===== config.mk =====
export PLATFORM = sky130hd
export DESIGN_NAME = ow_txn_arbiter
export DESIGN_NICKNAME = d
export VERILOG_FILES = /design/src/rtl/ow_txn_arbiter_pkg.sv /design/src/rtl/ow_rr_picker.sv /design/src/rtl/ow_txn_arbiter.sv
export SDC_FILE = /design/constraint.sdc
export NUM_CORES = 1
export LEC_CHECK = 0
export ABC_AREA = 1
export BUFFER_PORTS_ARGS = -buffer_cell sky130_fd_sc_hd__buf_2
export CAP_MARGIN = 15
export CORE_AREA = 2 2 148 150
export DETAILED_ROUTE_END_ITERATION = 7
export DIE_AREA = 0 0 150 152
export HOLD_SLACK_MARGIN = 0.03
export PLACE_DENSITY = 0.61
export SLEW_MARGIN = 30
export SYNTH_ARGS = -nofsm -noshare
export SYNTH_HDL_FRONTEND = slang
export SYNTH_HIERARCHICAL = 1
export SYNTH_SLANG_ARGS = --single-unit
export TNS_END_PERCENT = 5

===== constraint.sdc =====
create_clock -name clk -period 1.7 [get_ports clk]
set_input_delay 0.085 -clock clk [delete_from_list [all_inputs] [get_ports clk]]
set_output_delay 0.085 -clock clk [all_outputs]
set_load 0.1 [all_outputs]

===== src/rtl/ow_txn_arbiter_pkg.sv =====
// ow_txn_arbiter_pkg: shared 1-Wire arbiter state encoding, ROM commands and defaults
package ow_txn_arbiter_pkg;
  localparam logic [1:0] ST_IDLE = 2'd0;
  localparam logic [1:0] ST_BUSY = 2'd1;
  localparam logic [1:0] ST_GAP = 2'd2;
  localparam logic [7:0] ROM_READ = 8'h33;
  localparam logic [7:0] ROM_SKIP = 8'hCC;
  localparam logic [7:0] ROM_MATCH = 8'h55;
  localparam int DEF_GAP_CYCLES = 8;
  localparam int DEF_TIMEOUT_CYCLES = 4096;
endpackage


===== src/rtl/ow_rr_picker.sv =====
// ow_rr_picker: first set request bit at or above ptr, wrapping to the lowest set bit
module ow_rr_picker
  import ow_txn_arbiter_pkg::*;
#(
  parameter int N = 4,
  parameter int W = $clog2(N)
) (
  input  logic [N-1:0] req,
  input  logic [W-1:0] ptr,
  output logic [W-1:0] idx,
  output logic         valid
);
  logic [W-1:0] lo, hi;
  logic hv;
  always_comb begin
    lo = '0;
    hi = '0;
    hv = 1'b0;
    for (int i = N - 1; i >= 0; i--) begin
      if (req[i]) lo = W'(i);
      if (req[i] && i >= int'(ptr)) begin
        hi = W'(i);
        hv = 1'b1;
      end
    end
  end
  assign idx = hv ? hi : lo;
  assign valid = |req;
endmodule


===== src/rtl/ow_txn_arbiter.sv =====
// ow_txn_arbiter: round-robin sharing of one 1-Wire master engine with timeout and recovery gap
module ow_txn_arbiter
  import ow_txn_arbiter_pkg::*;
#(
  parameter int NUM_REQ = 4,
  parameter int GAP_CYCLES = DEF_GAP_CYCLES,
  parameter int TIMEOUT_CYCLES = DEF_TIMEOUT_CYCLES
) (
  input  logic                  clk,
  input  logic                  reset,
  input  logic [NUM_REQ-1:0]    req,
  input  logic [NUM_REQ*8-1:0]  req_rom_cmd,
  input  logic [NUM_REQ*64-1:0] req_data,
  output logic [NUM_REQ-1:0]    gnt,
  output logic [NUM_REQ-1:0]    done,
  output logic [NUM_REQ-1:0]    err,
  output logic                  m_start,
  output logic [7:0]            m_rom_cmd,
  output logic [63:0]           m_data,
  output logic                  m_abort,
  input  logic                  m_done,
  input  logic                  m_presence_ok,
  output logic                  busy
);
  localparam int W = $clog2(NUM_REQ);
  localparam int TW = $clog2(TIMEOUT_CYCLES);
  localparam int GW = $clog2(GAP_CYCLES + 1);
  logic [1:0] state;
  logic [W-1:0] ptr, own, pick;
  logic pick_valid, fin, tmo;
  logic [TW-1:0] tcnt;
  logic [GW-1:0] gcnt;
  ow_rr_picker #(.N(NUM_REQ)) u_pick (
    .req  (req),
    .ptr  (ptr),
    .idx  (pick),
    .valid(pick_valid)
  );
  // m_start is still high in the first BUSY cycle, masking a too-early m_done
  assign fin = m_done && !m_start;
  assign tmo = tcnt == TW'(TIMEOUT_CYCLES - 1);
  always_ff @(posedge clk) begin
    if (reset) begin
      state <= ST_IDLE;
      ptr <= '0;
      own <= '0;
      tcnt <= '0;
      gcnt <= '0;
      gnt <= '0;
      done <= '0;
      err <= '0;
      m_start <= 1'b0;
      m_abort <= 1'b0;
      busy <= 1'b0;
      m_rom_cmd <= '0;
      m_data <= '0;
    end else begin
      done <= '0;
      err <= '0;
      m_start <= 1'b0;
      m_abort <= 1'b0;
      case (state)
        ST_IDLE: if (pick_valid) begin
          state <= ST_BUSY;
          busy <= 1'b1;
          own <= pick;
          gnt <= NUM_REQ'(1) << pick;
          m_start <= 1'b1;
          m_rom_cmd <= req_rom_cmd[{pick, 3'b0} +: 8];
          m_data <= req_data[{pick, 6'b0} +: 64];
          tcnt <= '0;
        end
        ST_BUSY: if (fin || tmo) begin
          state <= ST_GAP;
          gcnt <= '0;
          done <= gnt;
          err <= (fin && m_presence_ok) ? '0 : gnt;
          m_abort <= !fin;
          gnt <= '0;
          ptr <= (own == W'(NUM_REQ - 1)) ? '0 : own + 1'b1;
        end else tcnt <= tcnt + 1'b1;
        ST_GAP: if (gcnt == GW'(GAP_CYCLES - 1)) begin
          state <= ST_IDLE;
          busy <= 1'b0;
        end else gcnt <= gcnt + 1'b1;
        default: state <= ST_IDLE;
      endcase
    end
  end
endmodule


; Word level (Yosys, flattened, before mapping)
; Index checks and enable logic that the tools add are counted.
[op_classes]
n_bitwise = 3
magnitude_cmp = 3
n_mux = 29
n_reduce_logical = 23
eq_ne = 10
addsub = 3
shifts = 3
[ops]
columns = cell, count
row1 = 256-bit by 9-bit variable part select with 64-bit output, 1
row2 = 32-bit by 6-bit variable part select with 8-bit output, 1
row3 = 12-bit two-way mux, 2
row4 = 2-bit two-way mux, 12
row5 = 12-bit one-hot mux with 2 select lines, 1
row6 = 4-bit one-hot mux with 2 select lines, 2
row7 = 3-bit AND reduction, 5
row8 = "12-bit by 1-bit adder with 12-bit output, second input constant", 1
row9 = "12-bit equality test, second input constant", 1
row10 = 4-bit two-way mux, 3
row11 = "2-bit != test, second input constant", 5
row12 = 4-bit OR reduction, 2
row13 = 1-bit two-way mux, 7
row14 = 2-bit one-hot mux with 3 select lines, 1
row15 = 2-bit nonzero test, 3
row16 = 1-bit logical AND, 5
row17 = "4-bit by 1-bit adder with 4-bit output, second input constant", 1
row18 = "2-bit equality test, second input constant", 2
row19 = "4-bit by 3-bit equality test with 1-bit output, second input constant", 1
row20 = "1-bit by 2-bit greater-or-equal comparator with 1-bit output, first input constant", 2
row21 = 2-bit AND reduction, 2
row22 = "1-bit by 2-bit left shift with 4-bit output, first input constant", 1
row23 = 1-bit NOT, 3
row24 = 3-bit OR reduction, 1
row25 = other kinds (8), 9
[totals]
reg_bits = 109
output_inout_bits = 87
input_bits = 296

; Depth between registers and ports, before layout
[logic_depth]
word_depth = 9
ltp_mapped = 11

; Modules after synthesis
; The synthesis kept the hierarchy.
[modules_own_cells]
columns = module, cells_per_inst, seq_area_each_um2, instances, area_per_inst_um2
row1 = ow_txn_arbiter, 726, 2182.1, 1, 5490.3
row2 = ow_rr_picker, 24, 0.0, 1, 102.6

; Worst setup path after synthesis
; OpenSTA, ideal clock, no wires.
[synth_timing]
path_kind = flip-flop to flip-flop
from = register m_start
to = register tcnt[11]
required_ps = 1589
synth_period_minus_slack_ps = 1746
setup_time_ps = 111
n_path_buf = 1
arrival_time_ps = 1635
stages_incl_launch_ff = 9
path_slack_ps = -46
cell_sequence = dfxtp_1 > inv_1 > nand2_1 > nand3_4 > nand2_4 > buf_6 > nand2_1 > inv_1 > nor2_2
[synth_via]
elab_chain_cells = 5
[synth_lines]
columns = item, line_no
row1 = "start, declared", ow_txn_arbiter.sv:17  ; output logic m_start,
row2 = "start signal, assigned", ow_txn_arbiter.sv:52  ; m_start <= 1'b0;
row3 = "start signal, assigned", ow_txn_arbiter.sv:60  ; m_start <= 1'b0;
row4 = "start signal, assigned", ow_txn_arbiter.sv:68  ; m_start <= 1'b1;
row5 = 1-bit zero test, ow_txn_arbiter.sv:40  ; assign fin = m_done && !m_start;
row6 = 1-bit logical AND, ow_txn_arbiter.sv:40
row7 = 1-bit logical OR, ow_txn_arbiter.sv:73  ; ST_BUSY: if (fin || tmo) begin
row8 = 2-bit != test (no line), -
row9 = 3-bit AND reduction (no line), -
row10 = "end signal, assigned", ow_txn_arbiter.sv:81  ; end else tcnt <= tcnt + 1'b1;
row11 = "end, declared", ow_txn_arbiter.sv:31  ; logic [TW-1:0] tcnt;
; Every way passes these cells.
; A chain may end at the register's enable or synchronous reset.

; Final worst setup path
[layout_timing]
from = register ptr[1]
to = register m_data[10]
[layout_via]
elab_chain_cells = 7
[layout_lines]
columns = item, line_no
row1 = "start, declared", ow_txn_arbiter.sv:29  ; logic [W-1:0] ptr, own, pick;
row2 = "start signal, assigned", ow_txn_arbiter.sv:80  ; ptr <= (own == W'(NUM_REQ - 1)) ? '0 : own + 1'b1;
row3 = 2-bit greater-or-equal comparator, ow_rr_picker.sv:21  ; if (req[i] && i >= int'(ptr)) begin
row4 = 1-bit logical AND, ow_rr_picker.sv:21
row5 = 2-bit two-way mux / 1-bit two-way mux (equally long branches) (3 in series), ow_rr_picker.sv:21
row6 = 2-bit two-way mux (*), ow_rr_picker.sv:27  ; assign idx = hv ? hi : lo;
row7 = via pick[0], ow_txn_arbiter.sv:29
row8 = 256-bit by 9-bit variable part select with 64-bit output (*), ow_txn_arbiter.sv:70  ; m_data <= req_data[{pick, 6'b0} +: 64];
row9 = "end signal, assigned", ow_txn_arbiter.sv:70
row10 = "end, declared", ow_txn_arbiter.sv:19  ; output logic [63:0] m_data,
; Mark *: on every way through the listed nets, which the timed path passes. The rest lies on a longest branch.

==> reports/qor.csv <==
metric,value,unit
vias,7927,
status,finished with violations,
Mapped Nets,1049,
pin count of the biggest net entering global routing,67,
clock skew,14.8,ps
MaxCap Viol Count,0,
WP data required,1920,ps
drt drc,0,
sequential-to-total area share from yosys stat,0.390,
Routability Congestion,0.920,
initial drt markers,454,
syn avg cell area,7.46,um^2
Fmax achieved,572,MHz
Comb pwr share,0.520,
Area growth syn-to-layout,86.1,%
reg2reg end,m_data[10],
die boundary width,150,um
# H-tree levels,3,
failing checks,negative setup slack,
hold endpoint,m_data[18],
Min Hold Slack,20.4,ps
Worst-Margin Slew,546,ps
sequential share of power,0.279,
Post-DP HPWL,18400,um
Slew headroom,0.639,
Final Cycle Share,1.03,
GR Util All Layers,0.232,
# IOs,383,
Leakage,4.54,nW
reg2reg setup slack,-50,ps
vias in the first global route,7638,
Nets,1570,
share of cells above drive strength 1,0.418,
peak supply drop,798,uV
PD cells,1100,nW/um^2
Critical Path Source Type,register,
Synth area leader,dfxtp_1,
Worst Path Arrival,1970,ps
Critical Path Fanout Max,7,
post-DR wirelength/cell,18.8,um
TritonCTS clock tree,yes,
clk slew on worst S/H paths,70,ps
die height,152,um
# rows,54,
reg2reg start,ptr[1],
die area,22800,um^2
CTS sink count,109,
Final Hold Vio Count,0,
"Warnings, synthesis",6,
fillcell total,2052,
first-pass GRT wire length,41400,um
CTS Root Cell,clkbuf_16,
hold depth,3,
worst reg2reg path depth,12,
final setup margin,-47.2,ps
Non-Filler Instances,1560,
critical path class,register to register,
clock share of power,0.201,
Setup-failing EPs final,20,
core footprint,21400,um^2
min-delay src,req_data[146],
synth top area cells,"dfxtp_1, nand2_1, a22oi_1",
final wirelength,29400,um
Tmin final,1750,ps
Power Internal,5.83,mW
initial antenna violation count,4,
Clock Latency Late Sink,360,ps
Cells after DPL,1385,
Synth top area share,0.390,
drt pass-1 iters,7,
grt total ovfl,0,
Clock Tree Buf Depth,2,
P_sw,5.63,mW
Initial Util,0.262,
synthesized instance count,750,
post-route ant nets,0,
total CTS buffers,9,
CP Capture Type,register,
switch share,0.491,
RSZ-0062 raised after global routing,true,
Max Transition Viols Final,0,
"FF+latch count, synth",109,
IO Port Bufs,382,
Hold Crit Class,primary input to register,
post-layout util,0.487,
DR vias/cell,5.08,
Unique masters post-synth,30,
mapped cell area,5590,um^2
==> repair_timing <==
item / 4_1_cts / 5_1_grt
hold buffers: 131 / 7
endpoints found under the hold margin: 64 / 7
buffers inserted: 4 / 4
gates resized for setup: 19 / 65
cloned: 3 / 9
setup endpoints to repair: 72 / 83
pin swaps: 3 / 21
==> power groups by stage <==
stage / logic, mW / registers [mW] / clock network [mW]
after floorplan: 1.31 / 5.80 / 0
after global placement: 5.18 / 3.23 / 0
after detailed placement: 5.20 / 3.23 / 0
after CTS: 5.61 / 3.18 / 2.36
after global routing: 6.25 / 3.24 / 2.44
final: 5.96 / 3.19 / 2.30
==> layout make-up <==
| type | instances | area [um^2] | share of cell area |
|---|---|---|---|
| Inverter | 34 | 128 | 0.0123 |
| Sequential cell | 109 | 2190 | 0.210 |
| Antenna cell | 4 | 10.0 | 0.000962 |
| Clock buffer | 10 | 239 | 0.0230 |
| Multi-Input combinational cell | 548 | 3330 | 0.320 |
| Timing Repair Buffer | 569 | 4080 | 0.392 |
| Tap cell | 280 | 350 | 0.0337 |
| Clock inverter | 6 | 77.6 | 0.00745 |
==> cell families after synthesis <==
family                     after synthesis  share of synthesized area
and+or+nand+nor                        288                      0.217
AOI/OAI and AO/OA                      256                      0.311
DFF                                    109                      0.390
buffers and inverters                   93                     0.0745
adders and majority gates                3                    0.00671
xor gates and xnor gates                 1                    0.00157
==> worst max-delay path: stages, from the launching register on <==
cell	delay, ps
dfxtp_4	360
inv_1	40
nand2_1	80
nand2_2	70
nor2_2	90
nand2_1	60
nand2_2	100
buf_6	120
nor2_4	40
buf_12	140
clkbuf_16	180
a22oi_2	200
a41oi_2	140
==> synth_stat cells (all sizes together) <==
| library cell | n |
|---|---|
| dfxtp | 109 |
| clkbuf | 12 |
| nor3 | 6 |
| o21bai | 2 |
| nand2 | 196 |
| or2 | 1 |
| nor3b | 1 |
| nor2 | 47 |
| nand3b | 2 |
| o21ai | 78 |
| buf | 47 |
| nand3 | 33 |
| ha | 3 |
| a31oi | 13 |
| nand4 | 2 |
| xor2 | 1 |
| a41oi | 59 |
| a21oi | 19 |
| inv | 34 |
| a22oi | 85 |
==> sequential cells by signal (all words and copies together), names as in the netlist, 4 cells and up <==
signal / flops
m_rom_cmd: 8
done: 4
err: 4
gnt: 4
gcnt: 4
m_data: 64
tcnt: 12
==> stage by stage <==
step / power [mW] / setup slack (ps) / cell area [um^2] / setup TNS, ps
after floorplan: 7.10 / 155 / 5590 / 0
after global placement: 8.41 / -88.3 / 7970 / -2660
after global routing: 11.9 / -156 / 10400 / -8620
after CTS: 11.2 / -59.9 / 9800 / -999
final: 11.5 / -47.2 / 10400 / -201
after detailed placement: 8.43 / -104 / 7970 / -2990
==> worst max path at each step <==
stage	start	end	slack [ps]
after floorplan	ptr[1]	m_data[9]	150
after global placement	ptr[1]	m_data[5]	-90
after detailed placement	ptr[1]	m_data[56]	-100
after CTS	ptr[0]	m_data[48]	-60
after global routing	ptr[1]	m_data[42]	-160
final	ptr[1]	m_data[10]	-50
==> routing by layer <==
layer,share of wire,up-vias,track usage
met2,0.49,411,0.405
met3,0.073,91,0.0399
li1,-,3756,-
met5,0,-,0
met1,0.39,3669,0.278
met4,0.043,0,0.0984
==> placed cells by master, fill, tap and decap left out, drive strengths merged <==
cell and count:
a31oi 13, a22oi 85, buf 424, or2 1, bufinv 1, nor3b 1
clkinv 1, dlygate4sd3 138, nand3 33, o21bai 2, clkbuf 17, a41oi 59
clkinvlp 1, diode 4, nor2 47, nand4 2, o21ai 78, nor3 6
nand3b 2, a21oi 19, nand2 196, ha 3, inv 37, xor2 1
dfxtp 109
(Power assumes the default switching activity.)
